[src/rtl/dmem_arbiter.sv]
// dmem_arbiter: round-robin arbiter sharing one single-port data RAM between the CPU and DMA/debug ports.
// Latency: grant in the request cycle when IDLE; rvalid MEM_LATENCY+1 cycles after the grant.
// Backpressure: a requester waits (CPU stalled) until the FSM is IDLE and it wins arbitration. Optional DMEM_ARB_PERF_EN adds perf counters.
module dmem_arbiter #(
  parameter int DATA_WIDTH  = 32,
  parameter int ADDR_WIDTH  = 32,
  parameter int MEM_LATENCY = 1
) (
  input  logic                  clk,
  input  logic                  rst,
  input  logic                  cpu_req,
  input  logic                  cpu_we,
  input  logic [ADDR_WIDTH-1:0] cpu_addr,
  input  logic [DATA_WIDTH-1:0] cpu_wdata,
  output logic                  cpu_gnt,
  output logic                  cpu_rvalid,
  output logic [DATA_WIDTH-1:0] cpu_rdata,
  output logic                  cpu_stall,
  input  logic                  dma_req,
  input  logic                  dma_we,
  input  logic [ADDR_WIDTH-1:0] dma_addr,
  input  logic [DATA_WIDTH-1:0] dma_wdata,
  output logic                  dma_gnt,
  output logic                  dma_rvalid,
  output logic [DATA_WIDTH-1:0] dma_rdata,
  output logic                  mem_en,
  output logic                  mem_we,
  output logic [ADDR_WIDTH-1:0] mem_addr,
  output logic [DATA_WIDTH-1:0] mem_wdata,
  input  logic [DATA_WIDTH-1:0] mem_rdata,
  output logic                  busy,
  output logic [31:0]           perf_cpu_wait,
  output logic [31:0]           perf_dma_grants
);

  typedef enum logic [1:0] {ST_IDLE, ST_WAIT, ST_RESP} state_e;

  // WAIT lasts MEM_LATENCY cycles; the counter hits zero in the cycle the RAM data is valid.
  localparam logic [3:0] CNT_INIT = 4'(MEM_LATENCY - 1);

  state_e                state_q, state_d;
  logic                  last_dma_q, last_dma_d;  // 1: DMA won the most recent contended grant
  logic                  win_dma_q, win_dma_d;    // owner of the access in flight
  logic                  we_q, we_d;
  logic [3:0]            cnt_q, cnt_d;
  logic [DATA_WIDTH-1:0] cpu_rdata_q, cpu_rdata_d;
  logic [DATA_WIDTH-1:0] dma_rdata_q, dma_rdata_d;
  logic                  pick_dma;

  // Next-state, arbitration and strobe generation. Grants are held off while rst is low so
  // every output reads zero during reset even if requests are asserted.
  always_comb begin
    state_d     = state_q;
    last_dma_d  = last_dma_q;
    win_dma_d   = win_dma_q;
    we_d        = we_q;
    cnt_d       = cnt_q;
    cpu_rdata_d = cpu_rdata_q;
    dma_rdata_d = dma_rdata_q;
    pick_dma    = 1'b0;
    cpu_gnt     = 1'b0;
    dma_gnt     = 1'b0;
    mem_en      = 1'b0;
    mem_we      = 1'b0;
    mem_addr    = '0;
    mem_wdata   = '0;
    cpu_rvalid  = 1'b0;
    dma_rvalid  = 1'b0;
    case (state_q)
      ST_IDLE: begin
        if (rst && (cpu_req || dma_req)) begin
          // Round-robin pointer only moves on contention; a lone requester is simply served.
          if (cpu_req && dma_req) begin
            pick_dma   = ~last_dma_q;
            last_dma_d = ~last_dma_q;
          end else begin
            pick_dma = dma_req;
          end
          cpu_gnt   = ~pick_dma;
          dma_gnt   = pick_dma;
          mem_en    = 1'b1;
          mem_we    = pick_dma ? dma_we    : cpu_we;
          mem_addr  = pick_dma ? dma_addr  : cpu_addr;
          mem_wdata = pick_dma ? dma_wdata : cpu_wdata;
          win_dma_d = pick_dma;
          we_d      = mem_we;
          cnt_d     = CNT_INIT;
          state_d   = ST_WAIT;
        end
      end
      ST_WAIT: begin
        if (cnt_q == 4'd0) begin
          // Writes complete with rvalid but leave the requester's read data untouched.
          if (!we_q) begin
            if (win_dma_q) dma_rdata_d = mem_rdata;
            else           cpu_rdata_d = mem_rdata;
          end
          state_d = ST_RESP;
        end else begin
          cnt_d = cnt_q - 4'd1;
        end
      end
      ST_RESP: begin
        cpu_rvalid = ~win_dma_q;
        dma_rvalid = win_dma_q;
        state_d    = ST_IDLE;
      end
      default: state_d = ST_IDLE;
    endcase
  end

  // State and data registers; reset drops any in-flight access.
  always_ff @(posedge clk or negedge rst) begin
    if (!rst) begin
      state_q     <= ST_IDLE;
      last_dma_q  <= 1'b1;
      win_dma_q   <= 1'b0;
      we_q        <= 1'b0;
      cnt_q       <= 4'd0;
      cpu_rdata_q <= '0;
      dma_rdata_q <= '0;
    end else begin
      state_q     <= state_d;
      last_dma_q  <= last_dma_d;
      win_dma_q   <= win_dma_d;
      we_q        <= we_d;
      cnt_q       <= cnt_d;
      cpu_rdata_q <= cpu_rdata_d;
      dma_rdata_q <= dma_rdata_d;
    end
  end

  assign cpu_rdata = cpu_rdata_q;
  assign dma_rdata = dma_rdata_q;
  assign busy      = (state_q != ST_IDLE);
  assign cpu_stall = rst & cpu_req & ~cpu_rvalid;

`ifdef DMEM_ARB_PERF_EN
  logic [31:0] perf_cpu_wait_q, perf_cpu_wait_d;
  logic [31:0] perf_dma_grants_q, perf_dma_grants_d;

  // Saturating event counters.
  always_comb begin
    perf_cpu_wait_d   = perf_cpu_wait_q;
    perf_dma_grants_d = perf_dma_grants_q;
    if (cpu_stall && (perf_cpu_wait_q != 32'hFFFF_FFFF))
      perf_cpu_wait_d = perf_cpu_wait_q + 32'd1;
    if (dma_gnt && (perf_dma_grants_q != 32'hFFFF_FFFF))
      perf_dma_grants_d = perf_dma_grants_q + 32'd1;
  end

  // Counter registers.
  always_ff @(posedge clk or negedge rst) begin
    if (!rst) begin
      perf_cpu_wait_q   <= 32'd0;
      perf_dma_grants_q <= 32'd0;
    end else begin
      perf_cpu_wait_q   <= perf_cpu_wait_d;
      perf_dma_grants_q <= perf_dma_grants_d;
    end
  end

  assign perf_cpu_wait   = perf_cpu_wait_q;
  assign perf_dma_grants = perf_dma_grants_q;
`else
  assign perf_cpu_wait   = 32'd0;
  assign perf_dma_grants = 32'd0;
`endif

endmodule
[config.mk]
export PLATFORM = sky130hd
export DESIGN_NAME = dmem_arbiter
export DESIGN_NICKNAME = d
export VERILOG_FILES = /design/src/rtl/dmem_arbiter.sv
export SDC_FILE = /design/constraint.sdc
export NUM_CORES = 1
export LEC_CHECK = 0
export CORE_AREA = 10 10 134 136
export DETAILED_ROUTE_END_ITERATION = 8
export DIE_AREA = 0 0 144 146
export PLACE_DENSITY_LB_ADDON = 0.12
export SYNTH_ARGS = -nofsm -noshare
export SYNTH_HDL_FRONTEND = slang
export SYNTH_SLANG_ARGS = --single-unit
[constraint.sdc]
create_clock -name clk -period 5.9 [get_ports clk]
set_input_delay 1.18 -clock clk [delete_from_list [all_inputs] [get_ports clk]]
set_output_delay 1.18 -clock clk [all_outputs]
set_load 0.01 [all_outputs]
# Word-level counts from Yosys, hierarchy flattened
# Index checks and enable logic that the tools add are counted.
[totals]
wordCells = 59
out_inout_bits = 200
input_bits = 166
register_bits = 73
[op_classes]
n_eq_ne = 5
muxes = 26
bitwise_logic = 7
add_sub_neg = 1
n_reduce_logical = 13
[ops]
columns = ["cell", "count"]
rows = [
  ["32-bit two-way mux", 6],
  ["1-bit two-way mux", 14],
  ["4-bit two-way mux", 2],
  ["4-bit one-hot mux with 2 select lines", 1],
  ["4-bit AND reduction", 2],
  ["2-bit inequality test, second input constant", 3],
  ["3-bit AND reduction", 2],
  ["1-bit NOT", 5],
  ["4-bit logical NOT", 1],
  ["2-bit two-way mux", 2],
  ["2-bit one-hot mux with 2 select lines", 1],
  ["2-bit AND reduction", 2],
  ["2-bit nonzero test", 2],
  ["4-bit by 1-bit subtractor with 4-bit output, second input constant", 1],
  ["1-bit AND", 2],
  ["2-bit by 1-bit == test with 1-bit output, second input constant", 1],
  ["2-bit == test, second input constant", 1],
  ["1-bit logical AND", 2],
  ["2-bit logical NOT", 1],
  ["1-bit logical OR", 1],
]

# Logic depth before layout (Yosys ltp)
[logic_depth]
ltp_word = 7
ltp_mapped = 6
depth_no_buf = 5

# Least setup slack after synthesis
# Ideal clock, no wire load.
[synth_timing]
kind = "input to output"
from = "in rst"
to = "out mem_addr[0]"
path_buffers = 2
arrival_ps = 2235
path_stages = 5
path_slack_ps = 2485
cell_sequence = "nand2_1 > a2111oi_4 > buf_4 > buf_2 > a22o_1"
[synth_via]
elab_chain_len = 3
[synth_lines]
columns = ["item", "line", "source"]
rows = [
  ["start, declared", "10", "input logic rst,"],
  ["1-bit logical AND", "71", "if (rst && (cpu_req || dma_req)) begin"],
  ["32-bit two-way mux", "71", ""],
  ["32-bit two-way mux", "69", "case (state_q)"],
  ["end, declared", "28", "output logic [ADDR_WIDTH-1:0] mem_addr,"],
]
# Every way passes these cells.

# Worst setup path after layout
[layout_timing]
from = "in cpu_req"
to = "out mem_addr[12]"
[layout_via]
elab_chain_len = 7
elab_cells_between_ends = 9
cone_classes = "mux (6); reduce/logical (3)"
[layout_lines]
columns = ["item", "line", "source"]
rows = [
  ["start, declared", "11", "input logic cpu_req,"],
  ["1-bit logical AND", "73", "if (cpu_req && dma_req) begin"],
  ["1-bit two-way mux", "73", ""],
  ["1-bit two-way mux", "71", ""],
  ["1-bit two-way mux", "69", ""],
  ["32-bit two-way mux", "83", "mem_addr = pick_dma ? dma_addr : cpu_addr;"],
  ["32-bit two-way mux *", "71", ""],
  ["32-bit two-way mux *", "69", ""],
]
# Every way passes the cells marked *; elsewhere a longest branch is shown, timed or not. The select of a mux whose other input is x is not followed.

==> flow_metrics.py <==
metrics = {
    "synth": {
        "synthDistinctLibCells": 36,
        "avgSynthCellArea_um2": 12.3,
        "ys_seq_elements": 73,
        "synth_edf_count": 0,
        "synthArstFlopShare_pct": 100,
        "synthCells": 328,
        "synth_flop_cell": "dfrtp_1",
        "yosysWarnings": 0,
        "syn_area_um2": 4020,
        "yosysSeqAreaShare_pct": 45.4,
    },
    "placed_design": {
        "port_buffers": 301,
        "placed_cells": 805,
        "place_congestion": 0.882,
        "dpl_cell_area_um2": 6970,
        "hpwlAfterDp_mm": 15.8,
    },
    "global_routing": {
        "use_met2_pct": 31.2,
        "grt_busiest_layer": "met2",
        "grt_overflow": 0,
        "grt_pass1_vias": 3949,
        "met3_usage_pct": 7.51,
        "grt_use_total_pct": 16.9,
        "antenna_found_initial": 1,
        "grt_max_degree": 74,
        "grt_pass1_wl_mm": 26.6,
        "use_met1_pct": 16.4,
    },
    "worst_setup_path": {
        "slowest_delay_ps": 580,
        "crit_arrival_ps": 3550,
        "crit_path_max_fanout": 48,
        "setup.worst_path.class": "input pin to primary output",
        "path_cells": "clkdlybuf4s50_1, nand2_1, a2111oi_4, buf_4, a22o_1, clkdlybuf4s50_1",
        "end_kind": "primary output",
        "cp.required_ps": 4720,
        "startpoint_type": "input pin",
        "worst_path_max_delay_cell": "clkdlybuf4s50_1",
        "cp_common_cell": "clkdlybuf4s50_1",
    },
    "power": {
        "pwr_density_cell_nw_per_um2": 408,
        "leakagePower_nw": 3.01,
        "peakVddDrop_mv": 0.143,
    },
    "final_layout": {
        "final_cells": 821,
        "fin_nets": 791,
        "syn2layout_area_growth_pct": 80.4,
        "regArea_um2": 1830,
        "drive_gt1_share_pct": 14.8,
        "final_area_um2": 7260,
        "diodes": 0,
        "multiInputGateArea_um2": 1820,
        "n_fill_cell": 1457,
    },
    "clock_network": {
        "postCtsSetupBuffers": 0,
        "cts_buffers": 9,
        "htreeDepth": 3,
        "ctsResizeCount": 0,
        "root_buffer": "clkbuf_16",
        "ctsHoldBuffers": 0,
        "clock-sinks": 73,
        "worstSkewPairLatency_ps": 330,
        "clk_pin_slew_ps": 50,
        "cts_tree": "done",
        "clk_path_buf_depth": 2,
    },
    "timing": {
        "final.min_clock_period_ps": 4730,
        "finalSetupViolations": 0,
        "hold_viol": 0,
        "tightest_slew_ps": 909,
        "period_share_pct": 80.2,
        "max_freq_mhz": 211,
        "max_slew_margin_pct": 39.4,
        "setup_tns_ps": 0,
        "rsz0062_at_grt": "false",
        "maxSlewViolCount": 0,
        "fin_skew_ps": 4.90,
    },
    "run_status": {
        "status": "completed",
    },
    "route": {
        "drtIter0Drc": 77,
        "drt_wl_total_mm": 18.7,
        "num_vias": 3616,
        "dr.pass1.iters": 4,
        "wl_per_cell_um": 22.7,
        "drcViolationCount": 0,
        "antenna_left": 0,
        "vias_per_cell": 4.40,
    },
    "floorplanning": {
        "core_um2": 15500,
        "fp.dieW_um": 144,
        "die_area_um2": 21000,
        "start_util_pct": 26.0,
        "ios": 366,
        "num_rows": 46,
        "die_y_um": 146,
    },
    "min_path": {
        "holdCritPathClass": "register to register",
    },
    "job": {
        "drv_cap": 0,
    },
}
## layout by cell type, fill, tap and decap left out, types with 2 or more instances in the layout
cell type / netlist / final
clkbuf_1: 7 / 2
mux2_2: 63 / 63
nand2_1: 2 / 2
nor2_1: 6 / 6
a22o_1: 65 / 65
conb_1: 1 / 64
buf_4: 65 / 6
o21ai_0: 3 / 3
mux2_1: 2 / 2
inv_1: 4 / 4
clkinv_4: 0 / 2
clkbuf_8: 0 / 2
clkbuf_16: 0 / 9
clkdlybuf4s50_1: 0 / 300
nor3b_1: 2 / 2
nand3_1: 2 / 2
dfrtp_1: 72 / 72
## metal layers
layer	part of all wire [%]	vias up
met2	53	186
met4	1.5	2
met1	34	1738
met5	0.070	-
li1	-	1674
met3	11	16
## layout make-up
| type | instances | area share, % |
|---|---|---|
| multi-input cells | 229 | 25.1 |
| flip-flops and latches | 73 | 25.2 |
| inverters | 4 | 0.207 |
| well taps | 192 | 3.31 |
| repair buffers | 307 | 42.3 |
| clock buffers | 13 | 3.59 |
| clock inverters | 3 | 0.345 |
## stage by stage
| stage | hold WS, ps | setup slack [ps] | util (%) | power [mW] |
|---|---|---|---|---|
| detailed placement | 486 | 1140 | 45.0 | 2.49 |
| CTS | 499 | 1140 | 46.9 | 3.01 |
| global route | 507 | 1020 | 46.9 | 3.14 |
| floorplan | 477 | 2490 | - | 1.59 |
| finish | 494 | 1170 | 46.9 | 2.96 |
| global placement | 470 | 1190 | 45.0 | 2.46 |
## synthesized netlist by cell type, types with 2 or more instances
cell | number | area (um^2)
mux2_2 | 63 | 709
nand3_1 | 2 | 10.0
mux2_1 | 2 | 22.5
nand2_1 | 2 | 7.51
inv_1 | 4 | 15.0
nor3b_1 | 2 | 15.0
dfrtp_1 | 72 | 1800
clkbuf_1 | 7 | 26.3
a22o_1 | 65 | 569
buf_6 | 3 | 33.8
buf_4 | 65 | 488
nor2_1 | 6 | 22.5
buf_2 | 10 | 50.1
o21ai_0 | 3 | 15.0
## registers in the layout, indices dropped and copies added, names as in the netlist
register and flops:
cpu_rdata 32, dma_rdata 32, cnt_q 4, state_q 2
last_dma_q 1, we_q 1, win_dma_q 1
## critical path: cells and delay by family
family / cells / cell delay, ps
and+or+nand+nor: 1 / 130
buffers and inverters: 3 / 1610
AOI/OAI and AO/OA: 2 / 620
## cells by family after synthesis
group                    synth area share (%)
AND/OR/NAND/NOR                          3.92
XOR/XNOR                                0.218
buffers and inverters                    15.2
other                                  0.0932
adder cells (fa/ha/maj)                 0.311
AO/OA/AOI/OAI                            16.3
flip-flops                               45.4
multiplexers                             18.4
## where the power goes
group / total, mW / switching, mW / leakage (nW) / internal (mW)
clock network: 0.511 / 0.202 / 0.136 / 0.309
registers: 0.891 / 0.141 / 0.881 / 0.750
logic: 1.56 / 0.626 / 1.99 / 0.934
## final timing paths
path / startpoint / end / slack (ps) / depth (start not counted)
min in group asynchronous: rst / cpu_rdata[1]$_DFFE_PN0P_ / 1130 / 2
max: cpu_req / mem_addr[12] / 1170 / 6
min: cpu_rdata[7]$_DFFE_PN0P_ / cpu_rdata[7]$_DFFE_PN0P_ / 490 / 1
max reg2reg: cnt_q[0]$_DFFE_PN0P_ / cpu_rdata[3]$_DFFE_PN0P_ / 3700 / 6
min reg2reg: cpu_rdata[7]$_DFFE_PN0P_ / cpu_rdata[7]$_DFFE_PN0P_ / 490 / 1
max in group asynchronous: rst / cpu_rdata[3]$_DFFE_PN0P_ / 4190 / 2
Power figures use the tool's default switching activity.
